--- src/rtl/dpram_fifo_ctrl.sv ---
// Synchronous FIFO controller around an external dual-port RAM.
// Port A writes at wr_ptr; port B reads ahead so the head entry is always presented on m_data.
module dpram_fifo_ctrl #(
    parameter int DATA_WIDTH = 8,
    parameter int ADDR_WIDTH = 4
) (
    input  logic                  clk,
    input  logic                  rst_n,
    input  logic                  flush,
    input  logic                  s_valid,
    input  logic [DATA_WIDTH-1:0] s_data,
    output logic                  s_ready,
    output logic                  m_valid,
    output logic [DATA_WIDTH-1:0] m_data,
    input  logic                  m_ready,
    output logic [ADDR_WIDTH:0]   count,
    output logic                  full,
    output logic                  empty,
    output logic                  ram_we_a,
    output logic [ADDR_WIDTH-1:0] ram_addr_a,
    output logic [DATA_WIDTH-1:0] ram_din_a,
    output logic                  ram_we_b,
    output logic [ADDR_WIDTH-1:0] ram_addr_b,
    input  logic [DATA_WIDTH-1:0] ram_dout_b
);

    localparam logic [ADDR_WIDTH:0]   DEPTH   = (ADDR_WIDTH+1)'(1) << ADDR_WIDTH;
    localparam logic [ADDR_WIDTH:0]   CNT_ONE = (ADDR_WIDTH+1)'(1);
    localparam logic [ADDR_WIDTH:0]   CNT_TWO = (ADDR_WIDTH+1)'(2);
    localparam logic [ADDR_WIDTH-1:0] PTR_ONE = ADDR_WIDTH'(1);

    logic [ADDR_WIDTH-1:0] wr_ptr;
    logic [ADDR_WIDTH-1:0] rd_ptr;
    logic [ADDR_WIDTH:0]   count_next;
    logic                  m_valid_next;
    logic                  push;
    logic                  pop;

    assign full    = (count == DEPTH);
    assign empty   = (count == '0);
    assign s_ready = !full && !flush;
    assign push    = s_valid && s_ready;
    assign pop     = m_valid && m_ready;

    assign ram_we_a   = push;
    assign ram_addr_a = wr_ptr;
    assign ram_din_a  = s_data;
    assign ram_we_b   = 1'b0;

    // Read one ahead on a pop so the next head arrives at the same edge; hold on stall.
    assign ram_addr_b = pop ? rd_ptr + PTR_ONE : rd_ptr;
    assign m_data     = ram_dout_b;

    // NOTE: every signal driven in always_comb gets a default first so no latch is inferred.
    always_comb begin
        count_next = count;
        case ({push, pop})
            2'b10:   count_next = count + CNT_ONE;
            2'b01:   count_next = count - CNT_ONE;
            default: count_next = count;
        endcase
    end

    // Pre-edge count excludes a write landing now: the RAM returns old data on that address.
    assign m_valid_next = pop ? (count >= CNT_TWO) : (count >= CNT_ONE);

    // NOTE: sequential state uses non-blocking assignments so all registers update together.
    always_ff @(posedge clk or negedge rst_n) begin
        if (!rst_n) begin
            wr_ptr  <= '0;
            rd_ptr  <= '0;
            count   <= '0;
            m_valid <= 1'b0;
        end else if (flush) begin
            wr_ptr  <= '0;
            rd_ptr  <= '0;
            count   <= '0;
            m_valid <= 1'b0;
        end else begin
            if (push) wr_ptr <= wr_ptr + PTR_ONE;
            if (pop)  rd_ptr <= rd_ptr + PTR_ONE;
            count   <= count_next;
            m_valid <= m_valid_next;
        end
    end

endmodule

--- config.mk ---
export PLATFORM = sky130hd
export DESIGN_NAME = dpram_fifo_ctrl
export DESIGN_NICKNAME = d
export VERILOG_FILES = /design/src/rtl/dpram_fifo_ctrl.sv
export SDC_FILE = /design/constraint.sdc
export NUM_CORES = 1
export LEC_CHECK = 0
export BUFFER_PORTS_ARGS = -buffer_cell sky130_fd_sc_hd__buf_4
export CORE_ASPECT_RATIO = 0.6
export CORE_UTILIZATION = 35
export DETAILED_ROUTE_END_ITERATION = 8
export GPL_TIMING_DRIVEN = 0
export PLACE_DENSITY_LB_ADDON = 0.15
export SLEW_MARGIN = 20
export SYNTH_ARGS = -nofsm -noshare
export SYNTH_HDL_FRONTEND = slang
export SYNTH_SLANG_ARGS = --single-unit
--- constraint.sdc ---
create_clock -name clk -period 2.3 [get_ports clk]
set_clock_uncertainty 0.15 [all_clocks]
set_input_delay 0.23 -clock clk [delete_from_list [all_inputs] [get_ports clk]]
set_output_delay 0.23 -clock clk [all_outputs]
set_load 0.05 [all_outputs]
=== After elaboration in Yosys (flattened, before gate mapping) ===
Cells that the tools add are included.

* Reduce and logical (&&, ||, !) cells: 8
* Equality and inequality tests: 3
* Muxes and demuxes: 8
* Add/sub/neg operators: 4
* Order comparisons: 2

{| class="wikitable"
|+ Operators by type and width
! cell !! number
|-
| 2-to-1 mux 4 bit || 4
|-
| case mux 5 bit (2 select lines) || 1
|-
| adder 4 x 1 -> 4 bit (second input constant) || 2
|-
| adder 5 x 1 -> 5 bit (second input constant) || 1
|-
| equality test 5 bit (second input constant) || 1
|-
| greater-or-equal comparator 5 x 1 -> 1 bit (second input constant) || 1
|-
| greater-or-equal comparator 5 x 2 -> 1 bit (second input constant) || 1
|-
| zero test 5 bit || 1
|-
| 2-to-1 mux 5 bit || 1
|-
| subtractor 5 x 1 -> 5 bit (second input constant) || 1
|-
| logical AND 1 bit || 3
|-
| nonzero test 3 bit || 1
|-
| equality test 2 x 1 -> 1 bit (second input constant) || 1
|-
| equality test 2 bit (second input constant) || 1
|-
| zero test 1 bit || 2
|-
| 2-to-1 mux 1 bit || 2
|-
| nonzero test 2 bit || 1
|}

* Logic and storage cells: 29
* Register bits after elaboration: 14
* Bits of input ports: 21
* Output and inout port bits: 35

=== Longest topological paths before layout ===
* Word-level depth: 7
* Gate-level depth with buffers: 7
* Depth with buffers taken out: 6

=== Least setup slack after synthesis ===
Ideal clock, no wire load.

* Path type: flip-flop to flip-flop
* Start: reg count[0]
* End: reg count[3]
* Clock period less this slack: 2.753 ns
* Data arrival time: 2.475 ns
* Setup time: 0.128 ns
* Path slack: -0.453 ns
* Data required time: 2.022 ns
* Cell stages (with the launch flop): 8
* Path buffers: 1
* Cells stage by stage: dfrtp_1 > inv_1 > ha_1 > nor4bb_1 > buf_4 > nor2_4 > mux2i_1 > mux2_1

* Cells in the longest elaborated chain, start to end: 7
* Elaborated cells on any way between the ends: 11
* Those cells by class: 2 x add/sub; 3 x eq/ne; 2 x mux; 4 x reduce/logical

{| class="wikitable"
|+ RTL lines
! what !! line !! text
|-
| from (decl) || 16 || <nowiki>output logic [ADDR_WIDTH:0] count,</nowiki>
|-
| from (signal assigned) || 82 || <nowiki>count <= count_next;</nowiki>
|-
| equality test 5 bit (*) || 39 || <nowiki>assign full = (count == DEPTH);</nowiki>
|-
| named net full || 17 || <nowiki>output logic full,</nowiki>
|-
| zero test 1 bit (*) || 41 || <nowiki>assign s_ready = !full && !flush;</nowiki>
|-
| logical AND 1 bit (*) || 41 ||
|-
| logical AND 1 bit (*) || 42 || <nowiki>assign push = s_valid && s_ready;</nowiki>
|-
| named net ram_we_a || 19 || <nowiki>output logic ram_we_a,</nowiki>
|-
| equality test 2 x 1 -> 1 bit / equality test 2 bit (equally long branches) || 57 || <nowiki>case ({push, pop})</nowiki>
|-
| case mux 5 bit (2 select lines) || 57 ||
|-
| 2-to-1 mux 5 bit || 74 || <nowiki>end else if (flush) begin</nowiki>
|}

Mark *: on every way through the listed nets, which the timed path passes. The rest lies on a longest branch.
A chain may end at the register's enable or synchronous reset.

=== Worst setup path after layout ===
* Start: reg count[1]
* End: out ram_we_a

* Cells in the longest elaborated chain, start to end: 4

{| class="wikitable"
|+ RTL lines
! what !! line
|-
| equality test 5 bit || 39
|-
| zero test 1 bit || 41
|-
| logical AND 1 bit || 41
|-
| logical AND 1 bit || 42
|-
| to (decl) || 19
|}

No other way between the ends.

==> impl_metrics.prom <==
# TYPE chip_impl_metric gauge
chip_impl_info{name="outcome",value="finished with violations"} 1
chip_impl_info{name="violated_checks",value="DRC"} 1
chip_impl_metric{name="yosys_cell_types",unit=""} 31
chip_impl_metric{name="ant_nets",unit=""} 0
chip_impl_metric{name="design_power_total",unit="mW"} 1.27
chip_impl_info{name="tritoncts",value="done"} 1
chip_impl_metric{name="seq_area_frac_synth",unit=""} 0.348
chip_impl_metric{name="power_density",unit="nW/µm²"} 902
chip_impl_metric{name="wl_per_cell",unit="µm"} 11.9
chip_impl_metric{name="synth.ff_latch_count",unit=""} 14
chip_impl_metric{name="post_synth.cell_area_avg",unit="µm²"} 9.15
chip_impl_metric{name="maxCapViolations",unit=""} 0
chip_impl_metric{name="switching_power",unit="mW"} 0.599
chip_impl_metric{name="fp-row-count",unit=""} 14
chip_impl_metric{name="r2r_worst_path_depth",unit=""} 7
chip_impl_metric{name="initial_utilization",unit=""} 0.385
chip_impl_metric{name="final_nets",unit=""} 181
chip_impl_info{name="crit_type",value="flop to primary output"} 1
chip_impl_metric{name="final.period_utilization",unit=""} 0.949
chip_impl_info{name="timing.critical_path.from_type",value="flop"} 1
chip_impl_metric{name="grt_pass1_vias",unit=""} 823
chip_impl_metric{name="route.detailed.drc",unit=""} 1
chip_impl_metric{name="reg2reg_slack",unit="ps"} 160
chip_impl_metric{name="min_period",unit="ps"} 2180
chip_impl_metric{name="grtUsageMet2",unit=""} 0.261
chip_impl_metric{name="fmax",unit="GHz"} 0.458
chip_impl_info{name="timing.critical_path.max_delay_family",value="buffers and inverters"} 1
chip_impl_metric{name="n_antenna_cell",unit=""} 0
chip_impl_metric{name="p_seq_frac",unit=""} 0.276
chip_impl_metric{name="core_area",unit="µm²"} 2610
chip_impl_metric{name="final_max_slew_viol_count",unit=""} 0
chip_impl_metric{name="p_clk_frac",unit=""} 0.184
chip_impl_metric{name="global_route_met1_utilization",unit=""} 0.208
chip_impl_info{name="crit_path_frequent_cell",value="buf_4"} 1
chip_impl_info{name="rsz0062_at_grt",value="false"} 1
chip_impl_metric{name="worstPathBufferInverterCount",unit=""} 3
chip_impl_metric{name="combinationalPowerShare",unit=""} 0.539
chip_impl_metric{name="finalSetupViolations",unit=""} 0
chip_impl_metric{name="yosysWarningCount",unit=""} 0
chip_impl_metric{name="max_stage_delay_on_crit_path",unit="ps"} 470
chip_impl_metric{name="critPathRequiredTime",unit="ps"} 1920
chip_impl_metric{name="cts.repair_timing.setup_buffer_count",unit=""} 0
chip_impl_metric{name="synthesis.area",unit="µm²"} 1010
chip_impl_metric{name="post_cts_hold_buffer_count",unit=""} 1
chip_impl_metric{name="route.vias.total",unit=""} 853
chip_impl_info{name="critical_path.reg2reg.startpoint",value="count[1]"} 1
chip_impl_metric{name="groute.usage.overall",unit=""} 0.159
chip_impl_info{name="grt_peak_use_layer",value="met2"} 1
chip_impl_info{name="hold-path-endpoint",value="rd_ptr[3]"} 1
chip_impl_metric{name="fraction_of_final_layout_cells_with_drive_strength_greater_than_1",unit=""} 0.461
chip_impl_metric{name="first_pass_grt_wire_length",unit="µm"} 3710
chip_impl_metric{name="netSwitchingFraction",unit=""} 0.471
chip_impl_metric{name="floorplan.io_pins",unit=""} 56
chip_impl_metric{name="syn_inst",unit=""} 110
chip_impl_metric{name="vias_per_cell",unit=""} 4.64
chip_impl_info{name="worst_setup_path_startpoint",value="count[1]"} 1
chip_impl_metric{name="grt_overflow_total",unit=""} 0
chip_impl_metric{name="grt_max_degree",unit=""} 15
chip_impl_metric{name="drtIter0Drc",unit=""} 48
chip_impl_metric{name="maximum_resistive_drop_on_vdd",unit="mV"} 0.523
chip_impl_info{name="clk_root_buffer_cell",value="clkbuf_8"} 1
chip_impl_metric{name="p_int",unit="mW"} 0.672
chip_impl_metric{name="clock-sinks",unit=""} 14
chip_impl_metric{name="port_buffers",unit=""} 37
chip_impl_metric{name="clockBufferDepth",unit=""} 2
chip_impl_metric{name="die_area",unit="µm²"} 3100
chip_impl_metric{name="post-dp-hpwl",unit="µm"} 1740
chip_impl_metric{name="number_of_antenna_violations_at_the_first_check_in_global_routing",unit=""} 0
chip_impl_metric{name="post-route-util",unit=""} 0.540
chip_impl_metric{name="globalRouteMet3Util",unit=""} 0.0605
chip_impl_metric{name="clk_pin_slew",unit="ps"} 60
chip_impl_metric{name="h-tree-depth",unit=""} 1
chip_impl_info{name="regToRegEndpoint",value="count[2]"} 1
chip_impl_metric{name="worst_ep_arrival_time",unit="ps"} 1800
chip_impl_metric{name="number_of_buffers_created_by_cts",unit=""} 3
chip_impl_info{name="hp-class",value="input pin to flop"} 1
chip_impl_metric{name="static_leakage_power",unit="nW"} 0.714
chip_impl_info{name="min-delay-start",value="flush"} 1
chip_impl_metric{name="detail_route.first_pass.iterations",unit=""} 6
chip_impl_metric{name="area_growth",unit="%"} 40.0
chip_impl_info{name="crit_slowest_cell",value="dfrtp_2"} 1
chip_impl_metric{name="number_of_gates_given_a_new_drive_strength_after_cts",unit=""} 0
chip_impl_metric{name="insertion_delay",unit="ps"} 240
chip_impl_info{name="setup.worst_path.end_class",value="primary output"} 1
chip_impl_metric{name="gp_congestion",unit=""} 0.756
chip_impl_metric{name="timing_hold_violations_final",unit=""} 0
chip_impl_metric{name="die_h",unit="µm"} 43.5
chip_impl_metric{name="hold-path-cell-count",unit=""} 2
chip_impl_metric{name="die_w",unit="µm"} 71.2
chip_impl_metric{name="wire_length_after_detailed_routing",unit="µm"} 2190
chip_impl_metric{name="synth.net_count",unit=""} 138
chip_impl_metric{name="path_max_fanout",unit=""} 10
chip_impl_info{name="worst_path_cell_chain",value="inv_2 -> ha_2 -> nor4bb_1 -> buf_4 -> nor2_4 -> buf_4"} 1
==> stage by stage <==
step / setup TNS (ps) / setup slack (ps) / std cells / hold WS [ps] / cell area [µm²]
6_report: 0 / 116 / 184 / 148 / 1410
5_1_grt: 0 / 15.0 / 184 / 152 / 1410
4_1_cts: 0 / 96.7 / 184 / 141 / 1410
3_5_place_dp: 0 / 146 / 179 / -58.3 / 1340
3_3_place_gp: 0 / 187 / 179 / -56.4 / 1340
2_1_floorplan: -466 / -145 / 110 / -216 / 1030
==> layer usage <==
layer / up-vias / wire (µm)
met4: 0 / 7
met3: 2 / 127
li1: 427 / -
met5: - / 0
met2: 22 / 999
met1: 402 / 1050
==> placed cells by master, fill, tap and decap left out, drive strengths merged <==
cell         count
a21oi            1
o21ai            2
or3              1
nor4bb           1
a31oi            2
inv              2
nor3b            1
nor2            11
xnor2            8
ha               7
nor4             1
nand3            3
nand4            3
buf             57
and2b            1
nor2b            6
or4              1
and2             1
clkbuf           5
conb             1
nand2b           2
nor3             1
dfrtp           14
mux2i            3
mux2             4
nand2           12
dlygate4sd3      1
==> worst reg2reg max path: cells and delay by family, from the launching register on <==
family / cells / cell delay, ps
buffers and inverters: 2 / 240
and+or+nand+nor: 2 / 400
muxes: 2 / 580
DFF: 1 / 470
adders and majority gates: 1 / 190
==> area by class of cell <==
type	instances	area (µm²)
Fill cell	246	1200
Multi-Input combinational cell	73	518
Sequential cell	14	353
Timing Repair Buffer	38	288
Buffer	21	148
Clock buffer	4	55.1
Tap cell	32	40.0
Inverter	2	7.51
==> worst max path at each step <==
stage	end	slack (ps)	cells after the start
floorplan	count[3]	-150	7
global placement	count[4]	190	7
detailed placement	count[2]	150	7
CTS	ram_we_a	100	6
global route	count[4]	20	7
finish	ram_we_a	120	6
==> logic make-up (layout without fill, tap and decap cells) <==
family | Yosys count | in the layout | share of synthesized area
compound gates | 5 | 5 | 0.0274
xor+xnor | 8 | 8 | 0.0697
fa+ha+maj | 7 | 7 | 0.0871
buf+inv | 23 | 65 | 0.154
flops | 14 | 14 | 0.348
mux | 7 | 7 | 0.0746
other cells | 1 | 1 | 0.00373
simple gates | 45 | 45 | 0.235
==> synth_stat cells <==
library cell	instances	area, µm²
mux2_2	1	11.3
buf_2	1	5.00
nor3b_1	1	7.51
buf_4	18	135
nand3_1	3	15.0
clkbuf_1	1	3.75
or3_1	1	6.26
nor3_1	1	5.00
nor4_1	1	6.26
nand2_1	12	45.0
nor2b_1	6	37.5
nand2b_1	1	6.26
buf_1	1	3.75
nor4bb_1	1	10.0
mux2_1	3	33.8
mux2i_1	3	30.0
a21oi_1	1	5.00
a31oi_1	2	12.5
dfrtp_1	14	350
o21ai_0	2	10.0
ha_1	7	87.6
and2b_1	1	7.51
nand2b_2	1	8.76
nand4_1	3	18.8
xnor2_1	8	70.1
and2_1	1	6.26
conb_1	1	3.75
or4_1	1	7.51
nor2_1	10	37.5
inv_1	2	7.51
nor2_4	1	11.3
==> power by group through the flow <==
stage	combinational (mW)	clock, mW	sequential (mW)
after detailed placement	0.687	0	0.355
final	0.686	0.234	0.351
after global placement	0.675	0	0.351
after CTS	0.691	0.244	0.351
after global routing	0.727	0.262	0.358
after floorplan	0.389	0	0.457
==> registers in the layout, indices dropped and copies added, names as in the netlist <==
| name | cells |
|---|---|
| ram_addr_a | 4 |
| rd_ptr | 4 |
| count | 5 |
| m_valid | 1 |
Note: power is estimated with default switching activity, not from simulation.
